File: src/rtl/decoder_pkg.sv
// Shared types for the registered one-hot decoder: FSM states and mode encodings.
package decoder_pkg;

    typedef enum logic [1:0] {
        IDLE   = 2'd0,
        DIRECT = 2'd1,
        SCAN   = 2'd2
    } state_t;

    localparam logic MODE_DIRECT = 1'b0;
    localparam logic MODE_SCAN   = 1'b1;

endpackage

File: src/rtl/dec_onehot.sv
// Combinational SEL_W-to-2^SEL_W one-hot decoder; all zeros when en is low.
module dec_onehot #(
    parameter int SEL_W = 4
) (
    input  logic                    en,
    input  logic [SEL_W-1:0]        din,
    output logic [(2**SEL_W)-1:0]   dout
);

    localparam int N = 2**SEL_W;

    assign dout = en ? ({{(N-1){1'b0}}, 1'b1} << din) : '0;

endmodule

File: src/rtl/decoder_scan.sv
// Registered one-hot decoder with direct and auto-scan modes; all outputs one cycle after inputs.
// Scan mode, dwell counter and wrap pulse exist only when DECODER_SCAN_EN is defined.
module decoder_scan
    import decoder_pkg::*;
#(
    parameter int SEL_W   = 4,
    parameter int DWELL_W = 16
) (
    input  logic                    clk,
    input  logic                    rst,
    input  logic                    en,
    input  logic                    mode,
    input  logic                    din_valid,
    input  logic [SEL_W-1:0]        din,
    input  logic [DWELL_W-1:0]      dwell,
    output logic [(2**SEL_W)-1:0]   dout,
    output logic                    dout_valid,
    output logic [SEL_W-1:0]        sel,
    output logic                    wrap
);

    localparam int N = 2**SEL_W;

    state_t             state;
    logic               scan_req;
    logic               advance;
    logic [SEL_W-1:0]   idx;
    logic [N-1:0]       oh;

`ifdef DECODER_SCAN_EN
    localparam logic [SEL_W-1:0] SEL_LAST = '1;
    logic [DWELL_W-1:0] cnt;

    assign scan_req = (mode == MODE_SCAN);
    // >= rather than == so a dwell lowered below the running count still advances.
    assign advance  = (cnt >= dwell);

    always_ff @(posedge clk) begin
        if (rst || !en || state != SCAN || !scan_req) begin
            cnt  <= '0;
            wrap <= 1'b0;
        end else if (advance) begin
            cnt  <= '0;
            wrap <= (sel == SEL_LAST);
        end else begin
            cnt  <= cnt + 1'b1;
            wrap <= 1'b0;
        end
    end
`else
    logic unused_cfg;
    assign unused_cfg = ^{mode, dwell};
    assign scan_req   = 1'b0;
    assign advance    = 1'b0;
    assign wrap       = 1'b0;
`endif

    // Single decoder: scan entry decodes 0, running scan decodes sel+1, otherwise din.
    always_comb begin
        idx = din;
        if (scan_req) begin
            idx = (state == SCAN) ? sel + 1'b1 : '0;
        end
    end

    dec_onehot #(.SEL_W(SEL_W)) u_dec (
        .en   (en),
        .din  (idx),
        .dout (oh)
    );

    always_ff @(posedge clk) begin
        if (rst || !en) begin
            state      <= IDLE;
            dout       <= '0;
            dout_valid <= 1'b0;
            sel        <= '0;
        end else begin
            case (state)
                IDLE, DIRECT: begin
                    if (scan_req) begin
                        state      <= SCAN;
                        sel        <= '0;
                        dout       <= oh;
                        dout_valid <= 1'b1;
                    end else begin
                        state <= DIRECT;
                        if (state == DIRECT && din_valid) begin
                            sel        <= din;
                            dout       <= oh;
                            dout_valid <= 1'b1;
                        end
                    end
                end
                SCAN: begin
                    if (!scan_req) begin
                        state      <= DIRECT;
                        dout       <= '0;
                        dout_valid <= 1'b0;
                        sel        <= '0;
                    end else if (advance) begin
                        sel  <= idx;
                        dout <= oh;
                    end
                end
                default: begin
                    state <= IDLE;
                end
            endcase
        end
    end

endmodule

File: config.mk
export PLATFORM = sky130hd
export DESIGN_NAME = decoder_scan
export DESIGN_NICKNAME = d
export VERILOG_FILES = /design/src/rtl/decoder_pkg.sv /design/src/rtl/dec_onehot.sv /design/src/rtl/decoder_scan.sv
export SDC_FILE = /design/constraint.sdc
export NUM_CORES = 1
export LEC_CHECK = 0
export CORE_AREA = 2 2 61 63
export DETAILED_ROUTE_END_ITERATION = 8
export DIE_AREA = 0 0 63 65
export HOLD_SLACK_MARGIN = 0.08
export PLACE_DENSITY = 0.73
export REMOVE_ABC_BUFFERS = 1
export SLEW_MARGIN = 25
export SYNTH_ARGS = -nofsm -noshare
export SYNTH_HDL_FRONTEND = slang
export SYNTH_HIERARCHICAL = 1
export SYNTH_SLANG_ARGS = --single-unit
File: constraint.sdc
create_clock -name clk -period 1.5 [get_ports clk]
set_clock_uncertainty 0.1 [all_clocks]
set_input_delay 0.3 -clock clk [delete_from_list [all_inputs] [get_ports clk]]
set_output_delay 0.3 -clock clk [all_outputs]
set_load 0.01 [all_outputs]
==> flow_summary.ini <==
[status]
status = completed

[timing]
grt_setup_unrepaired = false
fin_crit_ns = 1.39
hold_violations = 0
final-setup-viol-count = 0
finalHoldWorstSlack_ns = 0.402
slew_violations = 0
timing.fmax_ghz = 0.722
min_period_over_period_pct = 92.3
setup_slack_ns = 0.115

[logic_synthesis]
synth_cells = 123
yosysWarnings = 6
synth-seq-cells = 22
mappedNetlistArea_um2 = 1160
synth.distinct_cells = 18
ys_seq_area_share_pct = 38.1
syn_area_per_cell_um2 = 9.40

[die]
die_w_um = 63
core_um2 = 3500
start_util_pct = 33.1
die_area_um2 = 4100
die_h_um = 65
io_pins = 47
rows = 22

[power]
p_total_uw = 1050
power.internal_uw = 792
swShare_pct = 24.4
p_seq_share_pct = 56.6
clkPwrFrac_pct = 30.8
p_leak_uw = 0.000589
p_switching_uw = 255
p_per_area_nw_per_um2 = 697
comb_power_share_pct = 12.7
peakVddDrop_mv = 0.433

[clock_tree]
cts_buffers = 3
clock_tree.buffer_depth = 2
htreeDepth = 1
cts_hold_buf = 0
cts.sinks = 22
cts_tree = built
clkLatencyLatePin_ns = 0.31
path_clk_slew_ns = 0.11
cts_setup_buffers = 0
cts_root_buffer = clkbuf_4

[global_routing]
first_global_vias = 904
grt_pass1_wl_mm = 4.15
grt_overflow_total = 0
grt_max_degree = 42
grtUsageTotal_pct = 12.5
grt_antenna_before_repair = 0

[critical_path]
worst_setup_path_start_kind = input port
required_ns = 1.65
end_kind = flip-flop
crit_fanout = 4
worstSetupPathType = input port to flip-flop
r2r_cells = 3
cp.arrival_ns = 1.53

[route]
vias = 932
wire_per_inst_um = 12.3
first_iter_violations = 41
route.detailed.drc = 0
dr.pass1.iters = 4
drt-total-wl_mm = 2.43
via_per_inst = 4.71
antenna_left = 0

[job]
maxCapViolations = 0

[cells_and_area]
final_nets = 176
layout-area-overhead-vs-synth_pct = 30.0
fillers = 363
final_cells = 198
drive_gt1_share_pct = 22.7
n_antenna_cell = 0

[place]
dp_hpwl_mm = 1.63
dpl.cell_count = 194
gp_congestion = 0.770
post-place-ws_ns = -0.197
port_buffers = 28

[min_path]
hold_path_class = flip-flop to flip-flop
whs_path_depth = 2
==> layout make-up <==
type	instances	area (µm²)	area share [%]
Tap cell	48	60.1	4.00
Timing Repair Buffer	36	352	23.4
Inverter	1	3.75	0.250
Clock buffer	4	36.3	2.41
Multi-Input combinational cell	87	611	40.6
Sequential cell	22	440	29.3
==> state kept, by name, indices dropped and copies added (netlist names) <==
signal and cells:
sel 4, state 1, dout_valid 1, dout 16
==> worst paths after layout <==
path | slack [ns] | start | end
worst max register to register | 0.34 | state[0] | sel[0]
worst min register to register | 0.40 | dout_valid | dout_valid
worst min-delay path | 0.40 | dout_valid | dout_valid
worst max-delay path | 0.11 | din[1] | dout[2]
==> power groups by stage <==
stage          Combinational (µW)  Clock (µW)  Sequential (µW)
2_1_floorplan                37.0           0              615
3_3_place_gp                  131           0              605
3_5_place_dp                  134           0              606
4_1_cts                       133         335              593
5_1_grt                       145         362              593
6_report                      133         322              592
==> metal layers <==
metal  up-vias  GRT usage (%)  wire length, µm
li1        480              -                -
met1       428           17.3             1270
met2        22           19.1             1030
met3         2           3.82              112
met4         0           2.50               16
met5         -              0                0
==> through the flow <==
stage               TNS, ns  utilization [%]  area, µm²
CTS                       0             43.0       1500
global placement      -2.25             42.7       1490
detailed placement    -2.18             42.7       1490
global route              0             43.0       1500
finish                    0             43.0       1500
floorplan                 0                -       1050
==> cells in the final DEF, fill, tap and decap left out <==
master and count:
dfxtp_1 22, inv_1 1, nand3_1 21, buf_12 3, or3b_4 1, a21bo_1 20
buf_4 5, nor2_1 12, nor3_1 3, clkbuf_8 1, clkdlybuf4s50_1 7, dlygate4sd2_1 21
a21oi_1 2, conb_1 1, nor3_2 1, nand2_1 1, nor2_2 1, nand2b_1 3
nand3b_1 2, clkbuf_4 3, a21oi_2 19
==> timing repair <==
item,in CTS,in global routing
resized for setup,21,0
hold endpoints to repair,0,0
endpoints found under the setup margin,21,0
==> cells in the mapped netlist, drive strengths merged <==
master	n	area [µm²]
nand2	1	3.75
dfxtp	22	440
nand3	21	105
nand2b	3	18.8
inv	1	3.75
conb	1	3.75
a21oi	21	176
nor3	4	25.0
nand3b	2	15.0
a21bo	20	200
or3b	1	11.3
buf	13	101
nor2	13	51.3
==> logic make-up (layout without fill, tap and decap cells) <==
group / after synthesis / count (layout) / synth area share, %
buffers and inverters: 14 / 41 / 9.09
and+or+nand+nor: 45 / 45 / 19.9
other: 1 / 1 / 0.324
DFF: 22 / 22 / 38.1
AOI/OAI and AO/OA: 41 / 41 / 32.6
==> worst max-delay path, stage by stage <==
cell and delay [ns]:
clkdlybuf4s50_1 0.50, buf_4 0.13, nand3b_1 0.17, nor3_1 0.18, nand3_1 0.11, a21oi_2 0.13
No activity file was read; power rests on OpenSTA's default activity.
